[src/rtl/rgb_arb_pkg.sv]
// Shared types and constants for the RGB LED arbiter and its PWM back end.
package rgb_arb_pkg;

    typedef enum logic [1:0] {
        IDLE   = 2'd0,
        OWN    = 2'd1,
        LINGER = 2'd2
    } arb_state_t;

    localparam int R_OFS  = 16;
    localparam int G_OFS  = 8;
    localparam int B_OFS  = 0;
    localparam int HOLD_W = 16;

endpackage

[src/rtl/rgb_pwm.sv]
// Three-channel PWM generator; duty values are captured only at the period wrap
// so a running period is never shortened or stretched by a colour change.
module rgb_pwm
    import rgb_arb_pkg::*;
#(
    parameter int PWM_BITS = 8
) (
    input  logic        clk,
    input  logic        rst,
    input  logic [23:0] rgb,
    output logic        pwm_r,
    output logic        pwm_g,
    output logic        pwm_b,
    output logic        frame_tick
);

    logic [PWM_BITS-1:0] r_cnt;
    logic [PWM_BITS-1:0] r_dutyR;
    logic [PWM_BITS-1:0] r_dutyG;
    logic [PWM_BITS-1:0] r_dutyB;
    logic                r_pwmR;
    logic                r_pwmG;
    logic                r_pwmB;
    logic                r_tick;
    logic                w_wrap;

    assign w_wrap = &r_cnt;

    always_ff @(posedge clk) begin
        if (rst) begin
            r_cnt   <= '0;
            r_dutyR <= '0;
            r_dutyG <= '0;
            r_dutyB <= '0;
            r_pwmR  <= 1'b0;
            r_pwmG  <= 1'b0;
            r_pwmB  <= 1'b0;
            r_tick  <= 1'b0;
        end else begin
            r_cnt  <= r_cnt + 1'b1;
            r_tick <= w_wrap;
            // Only the top PWM_BITS of each 8-bit colour field set the duty
            if (w_wrap) begin
                r_dutyR <= rgb[R_OFS+7 -: PWM_BITS];
                r_dutyG <= rgb[G_OFS+7 -: PWM_BITS];
                r_dutyB <= rgb[B_OFS+7 -: PWM_BITS];
            end
            r_pwmR <= (r_cnt < r_dutyR);
            r_pwmG <= (r_cnt < r_dutyG);
            r_pwmB <= (r_cnt < r_dutyB);
        end
    end

    assign pwm_r      = r_pwmR;
    assign pwm_g      = r_pwmG;
    assign pwm_b      = r_pwmB;
    assign frame_tick = r_tick;

endmodule

[src/rtl/rgb_arbiter.sv]
// Fixed-priority owner of the on-board RGB LED with a minimum-hold window
// against flicker; the owner's colour is turned into PWM by rgb_pwm.
module rgb_arbiter
    import rgb_arb_pkg::*;
#(
    parameter int NUM_REQ   = 3,
    parameter int MIN_HOLD  = 1024,
    parameter int PWM_BITS  = 8,
    parameter int IDLE_TEST = 1
) (
    input  logic                    clk,
    input  logic                    rst,
    input  logic [NUM_REQ-1:0]      req,
    input  logic [24*NUM_REQ-1:0]   req_rgb,
    output logic [NUM_REQ-1:0]      gnt,
    output logic                    busy,
    output logic                    frame_tick,
    output logic                    pwm_r,
    output logic                    pwm_g,
    output logic                    pwm_b,
    output logic                    test_mode
);

    localparam int OWN_W = (NUM_REQ > 1) ? $clog2(NUM_REQ) : 1;
    localparam logic [HOLD_W-1:0] HOLD_RELOAD = HOLD_W'(MIN_HOLD - 1);

    arb_state_t         r_state;
    arb_state_t         w_nextState;
    logic [NUM_REQ-1:0] r_gnt;
    logic [NUM_REQ-1:0] w_nextGnt;
    logic [OWN_W-1:0]   r_owner;
    logic [OWN_W-1:0]   w_nextOwner;
    logic [23:0]        r_colour;
    logic [23:0]        w_nextColour;
    logic [HOLD_W-1:0]  r_hold;
    logic [HOLD_W-1:0]  w_nextHold;
    logic               r_testMode;
    logic [OWN_W-1:0]   w_lowIdx;
    logic               w_anyReq;
    logic               w_ownerReq;
    logic               w_higherReq;
    logic               w_holdZero;
    logic               w_doGrant;
    logic               w_goIdle;

    assign w_anyReq    = |req;
    assign w_ownerReq  = req[r_owner];
    assign w_higherReq = w_anyReq && (w_lowIdx < r_owner);
    assign w_holdZero  = (r_hold == '0);

    // Lowest set index wins; scanning downward leaves the smallest index last
    always_comb begin
        w_lowIdx = '0;
        for (int i = NUM_REQ - 1; i >= 0; i--) begin
            if (req[i]) begin
                w_lowIdx = OWN_W'(i);
            end
        end
    end

    always_comb begin
        w_nextState  = r_state;
        w_nextGnt    = r_gnt;
        w_nextOwner  = r_owner;
        w_nextColour = r_colour;
        w_nextHold   = w_holdZero ? '0 : r_hold - 1'b1;
        w_doGrant    = 1'b0;
        w_goIdle     = 1'b0;
        case (r_state)
            IDLE: begin
                w_doGrant = w_anyReq;
            end
            OWN: begin
                if (!w_ownerReq) begin
                    if (!w_holdZero) begin
                        w_nextState = LINGER;
                        w_nextGnt   = '0;
                    end else begin
                        w_doGrant = w_anyReq;
                        w_goIdle  = !w_anyReq;
                    end
                end else if (w_holdZero && w_higherReq) begin
                    w_doGrant = 1'b1;
                end else begin
                    w_nextColour = req_rgb[24*r_owner +: 24];
                end
            end
            LINGER: begin
                if (w_holdZero) begin
                    w_doGrant = w_anyReq;
                    w_goIdle  = !w_anyReq;
                end
            end
            default: begin
                w_goIdle = 1'b1;
            end
        endcase
        // A new grant switches owner directly, never passing through IDLE
        if (w_doGrant) begin
            w_nextState  = OWN;
            w_nextOwner  = w_lowIdx;
            w_nextGnt    = NUM_REQ'(1) << w_lowIdx;
            w_nextColour = req_rgb[24*w_lowIdx +: 24];
            w_nextHold   = HOLD_RELOAD;
        end else if (w_goIdle) begin
            w_nextState  = IDLE;
            w_nextGnt    = '0;
            w_nextColour = '0;
            w_nextHold   = '0;
        end
    end

    always_ff @(posedge clk) begin
        if (rst) begin
            r_state    <= IDLE;
            r_gnt      <= '0;
            r_owner    <= '0;
            r_colour   <= '0;
            r_hold     <= '0;
            r_testMode <= (IDLE_TEST != 0);
        end else begin
            r_state    <= w_nextState;
            r_gnt      <= w_nextGnt;
            r_owner    <= w_nextOwner;
            r_colour   <= w_nextColour;
            r_hold     <= w_nextHold;
            r_testMode <= (IDLE_TEST != 0) && (w_nextState == IDLE);
        end
    end

    assign gnt       = r_gnt;
    assign busy      = (r_state != IDLE);
    assign test_mode = r_testMode;

    rgb_pwm #(
        .PWM_BITS(PWM_BITS)
    ) u_pwm (
        .clk       (clk),
        .rst       (rst),
        .rgb       (r_colour),
        .pwm_r     (pwm_r),
        .pwm_g     (pwm_g),
        .pwm_b     (pwm_b),
        .frame_tick(frame_tick)
    );

endmodule

[config.mk]
export PLATFORM = sky130hd
export DESIGN_NAME = rgb_arbiter
export DESIGN_NICKNAME = d
export VERILOG_FILES = /design/src/rtl/rgb_arb_pkg.sv /design/src/rtl/rgb_pwm.sv /design/src/rtl/rgb_arbiter.sv
export SDC_FILE = /design/constraint.sdc
export NUM_CORES = 1
export LEC_CHECK = 0
export CAP_MARGIN = 10
export CORE_MARGIN = 8
export CORE_UTILIZATION = 50
export DETAILED_ROUTE_END_ITERATION = 16
export PLACE_DENSITY_LB_ADDON = 0.15
export RECOVER_POWER = 100
export SLEW_MARGIN = 20
export SYNTH_ARGS = -nofsm -noshare
export SYNTH_HDL_FRONTEND = slang
export SYNTH_HIERARCHICAL = 1
export SYNTH_SLANG_ARGS = --single-unit
[constraint.sdc]
create_clock -name clk -period 2.36 [get_ports clk]
set_clock_uncertainty 0.2 [all_clocks]
set_input_delay 0.472 -clock clk [delete_from_list [all_inputs] [get_ports clk]]
set_output_delay 0.472 -clock clk [all_outputs]
set_load 0.05 [all_outputs]
Word-level counts from Yosys, hierarchy flattened
Index checks and enable logic that the tools add are counted.
{ "totals": {"reg_bits": 84, "in_bits": 77, "output_inout_bits": 9, "elab_cells": 76} }
{ "classes": {"n_addsub": 2, "n_mul": 2, "order_cmp": 5, "n_eq_ne": 5, "shifts": 3, "muxes": 30, "n_reduce_logical": 14} }
{ "op_table": {"columns": ["op", "n"], "rows": [
  ["$shiftx A72 B8 Y24", 2],
  ["$mux W24", 5],
  ["$mux W10", 3],
  ["$lt A8 B8 Y1", 3],
  ["$logic_not A16 Y1", 1],
  ["$mux W2", 8],
  ["$sub A16 B1 Y16 const B", 1],
  ["$mux W3", 5],
  ["$add A8 B1 Y8 const B", 1],
  ["$mul A2 B2 Y4 const A", 2],
  ["$reduce_and A8 Y1", 1],
  ["$mux W1", 6],
  ["$ne A3 B1 Y1 const B", 2],
  ["$pmux W1 S3", 2],
  ["$reduce_and A3 Y1", 2],
  ["$reduce_bool A3 Y1", 2],
  ["$logic_not A2 Y1", 2],
  ["$reduce_or A4 Y1", 1],
  ["$lt A2 B3 Y1 const B", 1],
  ["$ne A3 B3 Y1 const B", 1],
  ["$reduce_or A3 Y1", 1],
  ["$shl A1 B2 Y3 const A", 1],
  ["$bmux W1 S2", 1],
  ["$eq A2 B1 Y1 const B", 1],
  ["other kinds (5)", 6]
]} }

Logic depth before layout (Yosys ltp)
{ "logic_depth": {"depth_word": 11, "depth_mapped": 10, "ltp_nobuf": 8} }

Cells and area by module
Netlist, hierarchy kept.
{ "modules_own_cells": {"columns": ["module", "instances", "cells_per_inst", "area_per_inst_um2", "seq_area_each_um2"], "rows": [
  ["rgb_arbiter", 1, 411, 3513.4, 960.9],
  ["rgb_pwm", 1, 211, 2021.9, 720.7]
]} }

Worst setup path before layout
No wires, ideal clock.
{ "synth_path": {"path_kind": "flip-flop to flip-flop", "startpoint": "register r_hold[0]", "endpoint": "register r_colour[12]", "setup_time_ns": 0.087, "arrival_ns": 1.922, "required_ns": 2.073, "setup_slack_ns": 0.151, "stages_incl_launch_ff": 11, "n_path_buf": 2, "synth_period_minus_slack_ns": 2.209, "path_cell_list": "dfxtp_1 -> inv_1 -> ha_1 -> nor4b_2 -> nand4_4 -> nor3_4 -> a2111oi_4 -> and2_1 -> buf_6 -> buf_12 -> a221oi_2"} }
{ "synth_between": {"elab_chain_len": 7, "elab_cells_between_ends": 15} }
{ "synth_rtl": {"columns": ["item", "line", "rtl"], "rows": [
  ["start: declaration", "rgb_arbiter.sv:35", "logic [HOLD_W-1:0] r_hold;"],
  ["start signal: assignment", "rgb_arbiter.sv:126", "r_hold <= w_nextHold;"],
  ["$logic_not A16 Y1 (*)", "rgb_arbiter.sv:49", "assign w_holdZero = (r_hold == '0);"],
  ["$logic_and A1 B1 Y1", "rgb_arbiter.sv:82", "end else if (w_holdZero && w_higherReq) begin"],
  ["$mux W1", "rgb_arbiter.sv:82", null],
  ["$mux W1", "rgb_arbiter.sv:74", "if (!w_ownerReq) begin"],
  ["$pmux W1 S3", "rgb_arbiter.sv:69", "case (r_state)"],
  ["$ne A3 B3 Y1 (no source line) or $reduce_bool A3 Y1 (tied branches)", null, null],
  ["$reduce_and A3 Y1 (no source line)", null, null],
  ["end signal: assignment", "rgb_arbiter.sv:125", "r_colour <= w_nextColour;"],
  ["end: declaration", "rgb_arbiter.sv:33", "logic [23:0] r_colour;"]
]} }
Mark *: on every way between the ends. The rest lies on a longest branch, timed or not.
A chain may end at the register's enable or synchronous reset.

Worst setup path after layout
{ "layout_path": {"startpoint": "input port req[0]", "endpoint": "register r_colour[22]"} }
{ "layout_between": {"elab_chain_len": 9, "elab_cells_between_ends": 23} }
{ "layout_rtl": {"columns": ["item", "line", "rtl"], "rows": [
  ["start: declaration", "rgb_arbiter.sv:13", "input logic [NUM_REQ-1:0] req,"],
  ["branches (longest 9 deep; another with $mul A2 B2 Y4)", null, null]
]} }
Several ways; the timed one is not identified. The select of a mux whose other input is x is not followed.

==> out/qor.csv <==
stage;metric;value;unit
critical_path;Most common cell on crit path;buf_4;
floorplanning;# IOs;86;
run;Max Cap Viol;0;
detailed_routing;vias per cell;5.67;
critical_path;critical path, cell by cell;clkdlybuf4s50_1, buf_4, nor2_1, nor2b_1, a21oi_1, o211ai_4, buf_4, and2_4, clkbuf_16, a221oi_2;
critical_path;CP max stage delay;0.43;ns
clocking;CTS clock-pin slew for the worst setup and hold paths;0.08;ns
placement;Port Buffers;85;
synthesis;Synth Area in Compound Gates;21.9;%
detailed_routing;routed len/inst;17.2;um
critical_path;RR Endpoint;r_colour[11];
floorplanning;Die ar.;14700;um2
critical_path;Slowest cell on crit path;clkdlybuf4s50_1;
status;failing checks;setup timing;
finish;ant diodes;0;
synthesis;Synth Area in XOR/XNOR;2.37;%
clocking;worst skew pair latency;0.36;ns
synthesis;synth unique cells;60;
timing;Worst Setup Slack, final;-0.0585;ns
critical_path;worst endpoint required time;2.43;ns
detailed_routing;final WL;14.8;mm
critical_path;crit-path leading delay family;buffers and inverters;
detailed_routing;Iteration-0 DRC Markers;270;
clocking;Clock H-tree levels;3;
timing;# setup viols final;24;
critical_path;worst flop-to-flop path startpoint;r_hold[0];
detailed_routing;Pre-Repair DR Iteration Count;6;
synthesis;Synth Register Bits;84;
synthesis;adder-cell share of the synthesized area;5.61;%
clocking;clk buf depth;2;
floorplanning;Die Y;121;um
critical_path;CP startpoint kind;primary input;
synthesis;syn avg cell area;8.90;um2
clocking;CTS Buf Count;9;
floorplanning;Core ar.;10800;um2
power;Power, Total;0.00390;W
placement;Final HPWL DP;9.85;mm
critical_path;kind of end point of the critical path;flip-flop;
critical_path;critical path fanouts, max;12;
synthesis;Synth Area in Simple Gates;18.4;%
status;run status;finished with violations;
synthesis;sequential share of the synthesized area;30.4;%
synthesis;synth warn;6;
grt;Congestion Overflow GR;0;
timing;slew margin rel.;50.7;%
detailed_routing;antenna-violating nets left;0;
worst_hold_path;hold_sp;r_colour[12];
floorplanning;Initial Util;51.1;%
critical_path;CP Capture Point;r_colour[22];
placement;gpl congestion;0.807;
critical_path;Buf+Inv Stages, Crit Path;4;
clocking;clock tree sinks;84;
critical_path;register-to-register setup slack;-0.04;ns
synthesis;ys flop type;dfxtp_1;
grt;initial antenna violation count;0;
finish;most common cell after layout, fill and taps aside;clkdlybuf4s50_1;
power;Power Dens Cells;559;nW/um2
synthesis;ys async rst share;0;%
timing;RSZ-0062 raised after global routing;yes;
timing;Tightest Pin Transition;0.740;ns
synthesis;post-synthesis mux area share;13.2;%
clocking;CTS Hold Bufs;0;
synthesis;largest family of logic cells by synthesized area;compound AO/OA/AOI/OAI gates;
synthesis;syn nets;723;
grt;vias in the first global route;4968;
critical_path;critical path class;in2reg;
timing;Pins Over Slew Limit;0;
synthesis;Post-Synthesis Cells;622;
detailed_routing;drt drc;0;
critical_path;Levels on crit path;10;
timing;Final Critical Period;2.42;ns
finish;post-layout utilization of the core;64.3;%
synthesis;synthesized area;5540;um2
clocking;TritonCTS clock tree;yes;
worst_hold_path;Worst Hold Class;reg2reg;
detailed_routing;vias after detailed routing;4865;
critical_path;critical path data arrival time;2.49;ns
finish;most frequent cells in the layout;clkdlybuf4s50_1, dfxtp_1, mux2i_1;
floorplanning;num rows;38;
power;static leakage;2.48;nW
grt;gr usage total;19.5;%
critical_path;crit path from;req[0];
timing;final period utilization;102;%
grt;first-pass GRT wire length;23.6;mm
timing;f_max;413;MHz
power;Max rail drop VDD;0.402;mV
grt;largest net degree at the start of global routing;77;
finish;Layout Nets;814;
finish;share of cells above drive strength 1;15.0;%
finish;synth-to-layout area growth;26.0;%
timing;hold violation total from the final report;0;
synthesis;Post-synth EDFFs;0;
floorplanning;DIE WIDTH;121;um
clocking;CTS root buf;clkbuf_8;
critical_path;reg2reg path depth;10;
[synthesized netlist by cell type, drive strengths merged (2+ instances only)]
master / number / area share (%)
mux2i: 73 / 13
a211oi: 2 / 0.36
o31a: 4 / 0.63
a221oi: 24 / 6.5
inv: 49 / 3.3
nor2: 47 / 3.3
o21ai: 63 / 5.7
xor2: 5 / 0.79
xnor2: 10 / 1.6
or3: 3 / 0.34
a2111oi: 4 / 0.97
nor2b: 5 / 0.57
nor4: 5 / 1.1
nand3b: 2 / 0.27
clkbuf: 27 / 2.0
o22ai: 2 / 0.23
a211o: 26 / 4.1
ha: 24 / 5.4
dfxtp: 84 / 30
nand2: 37 / 2.5
a21o: 4 / 0.54
buf: 17 / 2.7
nor3b: 3 / 0.41
or2: 4 / 0.45
a21oi: 10 / 0.90
o211ai: 2 / 0.36
nand2b: 54 / 6.1
nor3: 9 / 1.3
a31oi: 3 / 0.34
and4: 2 / 0.32
nand3: 5 / 0.68
[worst min-delay path: cells and delay by family, from the launching register on]
| kind | cells | cell delay [ns] |
|---|---|---|
| buffers and inverters | 1 | 0.06 |
| DFF | 1 | 0.32 |
| AOI/OAI and AO/OA | 1 | 0.05 |
[final cells by class]
| type | instances | area (um2) |
|---|---|---|
| fillers | 929 | 3860 |
| multi-input cells | 445 | 3470 |
| flip-flops and latches | 84 | 1690 |
| repair buffers | 124 | 1250 |
| inverters | 49 | 184 |
| well taps | 140 | 175 |
| clock buffers | 11 | 151 |
| clock inverters | 5 | 58.8 |
[sequential cells by signal, summed over array words and instances (netlist names), 3 cells and up]
signal	cells
r_hold	16
u_pwm/r_dutyR	8
r_colour	24
u_pwm/r_dutyB	8
u_pwm/r_cnt	8
u_pwm/r_dutyG	8
gnt	3
[worst min path at each step]
stage	to	slack [ns]	cells after the start
floorplan	r_colour[0]	0.24	2
global placement	r_colour[16]	0.25	2
global route	r_hold[0]	0.29	1
detailed placement	r_colour[17]	0.25	2
CTS	r_colour[17]	0.27	2
finish	r_colour[12]	0.27	2
[per-layer routing]
metal	up-vias	share of wire, %	track usage (%)	wire length [um]
met5	-	0	0	0
met4	0	1.6	5.32	240
met3	21	5.6	5.30	825
met2	127	48	32.7	7140
met1	2333	44	23.9	6550
li1	2384	-	-	-
[where the power goes]
part / total (W) / switching, W / internal [W] / leakage, nW
combinational: 0.00116 / 0.000584 / 0.000573 / 1.69
clock: 0.00109 / 0.000537 / 0.000549 / 0.102
sequential: 0.00165 / 0.000116 / 0.00154 / 0.689
total: 0.00390 / 0.00124 / 0.00266 / 2.48
[stage by stage]
step | hold WS [ns] | worst slack, ns | instances | area, um2 | TNS [ns]
floorplan | 0.243 | 0.151 | 622 | 5540 | 0
global placement | 0.251 | -0.360 | 826 | 6540 | -11.58
detailed placement | 0.253 | -0.436 | 826 | 6540 | -14.13
CTS | 0.265 | 0.0192 | 843 | 6770 | 0
global route | 0.295 | -0.150 | 858 | 6980 | -3.37
finish | 0.273 | -0.0585 | 858 | 6980 | -0.878
[timing repair]
item	in CTS	in global routing
gates cloned	0	5
pin swaps	1	31
setup endpoints to repair	37	40
buffers inserted	1	10
resized for setup	3	22
[kinds of logic after synthesis]
| kind of cell | after synthesis |
|---|---|
| buffers and inverters | 93 |
| adder cells (fa/ha/maj) | 25 |
| flip-flops | 84 |
| AO/OA/AOI/OAI | 151 |
| XOR/XNOR | 15 |
| AND/OR/NAND/NOR | 181 |
| multiplexers | 73 |
(Power assumes the default switching activity.)
